<file path="config.mk">
export PLATFORM = sky130hd
export DESIGN_NAME = bus_arb4
export DESIGN_NICKNAME = d
export VERILOG_FILES = /design/src/rtl/bus_arb4.sv
export SDC_FILE = /design/constraint.sdc
export NUM_CORES = 1
export LEC_CHECK = 0
export CAP_MARGIN = 20
export CORE_MARGIN = 2
export CORE_UTILIZATION = 31
export CTS_CLUSTER_DIAMETER = 40
export DETAILED_ROUTE_END_ITERATION = 10
export GPL_TIMING_DRIVEN = 1
export PLACE_DENSITY = 0.83
export SLEW_MARGIN = 40
export SYNTH_ARGS = -nofsm -noshare
export SYNTH_HDL_FRONTEND = slang
export SYNTH_SLANG_ARGS = --single-unit
</file>
<file path="constraint.sdc">
create_clock -name clk -period 2.15 [get_ports clk]
set_input_delay 0.5375 -clock clk [delete_from_list [all_inputs] [get_ports clk]]
set_output_delay 0.5375 -clock clk [all_outputs]
set_load 0.01 [all_outputs]
</file>
<file path="src/rtl/bus_arb4.sv">
// Four-way round-robin bus arbiter. A grant lasts until the consumer accepts,
// the granted requester withdraws, or the wait counter times out.
module bus_arb4 #(
  parameter int registerDataWidth = 32,
  parameter int TIMEOUT           = 15
) (
  input  logic                         clk,
  input  logic                         rst,
  input  logic [3:0]                   req,
  input  logic [registerDataWidth-1:0] data0,
  input  logic [registerDataWidth-1:0] data1,
  input  logic [registerDataWidth-1:0] data2,
  input  logic [registerDataWidth-1:0] data3,
  input  logic                         out_ready,
  output logic [1:0]                   sel,
  output logic [3:0]                   grant,
  output logic                         out_valid,
  output logic [registerDataWidth-1:0] out_data,
  output logic [3:0]                   ack,
  output logic                         timeout_err
);

  localparam logic [0:0] S_IDLE  = 1'b0;
  localparam logic [0:0] S_GRANT = 1'b1;
  // Abort fires on the TIMEOUT-th wait cycle; the counter is 0 on the first.
  localparam logic [7:0] CNT_LAST = 8'(TIMEOUT - 1);

  logic [0:0] state_q, state_d;
  logic [1:0] sel_q, sel_d;
  logic [1:0] last_q, last_d;
  logic [3:0] grant_q, grant_d;
  logic [7:0] cnt_q, cnt_d;

  logic [1:0] pick, idx;
  logic       found;
  logic       in_grant, req_held, xfer, tmo, drop;
  logic [registerDataWidth-1:0] mux_data;

  // Search upward from the requester after the last one served.
  always_comb begin
    pick  = 2'd0;
    found = 1'b0;
    idx   = 2'd0;
    for (int k = 1; k <= 4; k++) begin
      idx = last_q + 2'(k);
      if (!found && req[idx]) begin
        pick  = idx;
        found = 1'b1;
      end
    end
  end

  assign in_grant = (state_q == S_GRANT);
  assign req_held = req[sel_q];
  assign xfer     = in_grant && req_held && out_ready;
  assign tmo      = in_grant && req_held && !out_ready && (cnt_q == CNT_LAST);
  assign drop     = in_grant && !req_held;

  always_comb begin
    state_d = state_q;
    sel_d   = sel_q;
    last_d  = last_q;
    grant_d = grant_q;
    cnt_d   = cnt_q;
    case (state_q)
      S_IDLE: begin
        if (found) begin
          state_d = S_GRANT;
          sel_d   = pick;
          grant_d = 4'b0001 << pick;
          cnt_d   = 8'd0;
        end
      end
      default: begin
        if (xfer || tmo || drop) begin
          state_d = S_IDLE;
          grant_d = 4'b0000;
          last_d  = sel_q;
        end else begin
          cnt_d = cnt_q + 8'd1;
        end
      end
    endcase
  end

  always_ff @(posedge clk or posedge rst) begin
    if (rst) begin
      state_q <= S_IDLE;
      sel_q   <= 2'b00;
      last_q  <= 2'b11;
      grant_q <= 4'b0000;
      cnt_q   <= 8'd0;
    end else begin
      state_q <= state_d;
      sel_q   <= sel_d;
      last_q  <= last_d;
      grant_q <= grant_d;
      cnt_q   <= cnt_d;
    end
  end

  always_comb begin
    case (sel_q)
      2'd0:    mux_data = data0;
      2'd1:    mux_data = data1;
      2'd2:    mux_data = data2;
      default: mux_data = data3;
    endcase
  end

  assign sel         = sel_q;
  assign grant       = grant_q;
  assign out_valid   = in_grant;
  assign out_data    = in_grant ? mux_data : '0;
  assign ack         = xfer ? grant_q : 4'b0000;
  assign timeout_err = tmo;

endmodule

</file>
==> results.cfg <==
[worst_setup_path]
worstPathCellList = buf_6 > buf_6 > mux4_2 > and2_4 > and3_4 > buf_6
cp_max_fo = 5
cpMaxStageDelayCell = mux4_2
required_ns = 1.61
arrival_ns = 1.89
crit_family = multiplexers
critPathKind = reg -> out
slowest_delay_ns = 0.50
end_kind = output pin
cp-start-kind = flop
cp.buffers_inverters = 3
cpMostUsedCell = buf_6

[placement]
portBuffers = 178
pre_cts_ws_ns = -0.763
hpwl_um = 6870
place_congestion = 0.899

[timing]
finalHoldViolCount = 0
fmax_mhz = 412
report.final.slew_viol_count = 0
worst_slack_ns = -0.277
rsz0062_at_grt = true
setup_violations = 37
post-route-period-util_pct = 113
min_period_ns = 2.43
tightestPinTransition_ns = 0.654
finalClockSkew_ns = 0.00191
slew_headroom_pct = 56.3

[run_status]
violations = setup timing
run_status = finished with violations

[yosys]
ys_types = 41
syn_avg_cell_area_sq_um = 11.5
syn_area_sq_um = 1950
ys_seq_area_share_pct = 21.9
synth_seq_cells = 17
synthCells = 170
yosysWarnings = 0
syn_nets = 307

[worst_hold_path]
hp-class = reg -> reg

[layout]
regArea_sq_um = 430
areaGrowthSynthToFinish_pct = 124
antenna_cells = 0
layout_common_cells = clkdlybuf4s50_1 (124), mux4_2 (33), buf_6 (31)
drive_above_1_share_pct = 42.8
nNetsFinal = 526
multi_input_area_sq_um = 1530
final_common_cell = clkdlybuf4s50_1
nFillCells = 416

[route]
routed_via_density = 5.33
wl_per_cell_um = 20.4
drc_errors = 0
wl_um = 9420
drtPass1Iterations = 5
detail-route-antenna-nets = 0
route.vias.total = 2469
drtIter0Drc = 66

[global_routing]
antenna_found_initial = 0
grt_overflow = 0
grt_pass1_wl_um = 14000
grt_max_degree = 41
grt_pass1_vias = 2550
grt.total_usage_pct = 25.4

[clock_tree]
clk_pin_slew_ns = 0.07
cts_buffers = 3
cts_root_buffer = clkbuf_8
cts_sinks = 17
cts_tree = done
htree_levels = 1
clk_latency_ns = 0.26
cts_hold_buf = 0
clock_path_buffers = 2

[floorplanning]
chipWidth_um = 83.4
fp.coreArea_sq_um = 5990
core.rowCount = 28
initial_core_util_pct = 32.6
ios = 179
die_area_sq_um = 6950
die_h_um = 83.4

[power_and_ir_drop]
powerDensity_nw_per_um2 = 1080
totalPowerFinal_mw = 4.75
p_leak_nw = 1.87
ir_drop_v = 0.000748

[run]
drv_cap = 0
## synthesized netlist by cell type
library cell | instances | area (sq um)
nand3_1 | 3 | 15.0
or3_4 | 1 | 11.3
mux4_2 | 33 | 743
o31ai_2 | 1 | 12.5
and3b_1 | 2 | 17.5
nand4bb_1 | 1 | 11.3
clkbuf_1 | 8 | 30.0
a21oi_1 | 2 | 10.0
o2bb2ai_1 | 2 | 17.5
o2111ai_1 | 1 | 8.76
o31ai_1 | 4 | 30.0
mux2_2 | 2 | 22.5
nor4_1 | 1 | 6.26
clkbuf_2 | 1 | 5.00
o211ai_1 | 3 | 22.5
nor2_1 | 4 | 15.0
or2_2 | 3 | 18.8
a22o_1 | 1 | 8.76
nand2_1 | 12 | 45.0
buf_2 | 4 | 20.0
o32ai_2 | 1 | 16.3
dfrtp_1 | 15 | 375
and4_1 | 1 | 8.76
o221a_2 | 1 | 11.3
inv_1 | 4 | 15.0
nor2b_1 | 3 | 18.8
nand4_1 | 1 | 6.26
o2111ai_2 | 1 | 15.0
nor3_1 | 1 | 5.00
o21ai_0 | 2 | 10.0
a32o_1 | 1 | 10.0
xor2_1 | 1 | 8.76
or2_0 | 1 | 6.26
nand2_2 | 1 | 6.26
dfstp_2 | 2 | 52.6
buf_6 | 1 | 11.3
ha_1 | 2 | 25.0
or3b_2 | 1 | 8.76
and2_1 | 33 | 206
mux2i_1 | 4 | 40.0
and3_1 | 4 | 25.0
## worst paths after layout
| path | from | slack (ns) | depth (start not counted) | to |
|---|---|---|---|---|
| worst max-delay path | sel[0]$_DFFE_PP0P_ | -0.28 | 6 | ack[0] |
| worst min-delay path | grant[1]$_DFFE_PP0P_ | 0.53 | 1 | grant[1]$_DFFE_PP0P_ |
| worst max register to register | sel[0]$_DFFE_PP0P_ | 0.21 | 7 | last_q[1]$_DFFE_PP1P_ |
| worst min register to register | grant[1]$_DFFE_PP0P_ | 0.53 | 1 | grant[1]$_DFFE_PP0P_ |
| max in group asynchronous | rst | 1.02 | 2 | sel[0]$_DFFE_PP0P_ |
| min in group asynchronous | rst | 0.67 | 2 | grant[2]$_DFFE_PP0P_ |
## cells by family (layout without fill, tap and decap cells)
family                     after synthesis  count (layout)  share of synthesized area, %
and+or+nand+nor                         73              73                          22.1
DFF                                     17              17                          21.9
xor gates and xnor gates                 1               1                         0.449
AOI/OAI and AO/OA                       20              20                          8.84
adders and majority gates                2               2                          1.28
buffers and inverters                   18             236                          4.16
muxes                                   39              39                          41.3
## state kept, by name (all words and copies together) (netlist names)
signal     flops
last_q         2
out_valid      1
cnt_q          8
grant          4
sel            2
## area by class of cell
cell class,instances,area share (%)
flip-flops and latches,17,9.82
multi-input cells,135,34.8
clock buffers,4,1.03
well taps,75,2.14
repair buffers,228,51.8
inverters,4,0.343
## repair_timing
item / 4_1_cts / 5_1_grt
gates resized for setup: 205 / 32
setup endpoints to repair: 37 / 38
buffers inserted: 11 / 10
hold endpoints to repair: 0 / 0
pin swaps: 15 / 2
cloned: 3 / 1
## per-layer routing
metal / up-vias / part of all wire, % / GRT usage, %
met3: 17 / 6.0 / 3.48
met4: 0 / 2.2 / 6.71
met5: - / 0 / 0
met2: 117 / 53 / 47.9
li1: 1107 / - / -
met1: 1228 / 39 / 30.0
## per-stage QoR
stage	instance area [sq um]	util (%)	TNS [ns]	hold slack (ns)	std cells
floorplan	1950	-	0	0.445	170
CTS	4260	71.2	-6.33	0.530	455
global route	4380	73.1	-7.35	0.561	463
finish	4380	73.1	-5.35	0.532	463
detailed placement	4020	67.2	-17.96	0.498	437
global placement	4020	67.2	-17.07	0.500	437
## where the power goes
group          internal [mW]  leakage [nW]  switching [mW]  total [mW]
clock                  0.132        0.0228           0.113       0.245
sequential             0.433         0.219           0.123       0.557
combinational           2.46          1.62            1.49        3.94
total                   3.02          1.87            1.72        4.75
(Power assumes the default switching activity.)
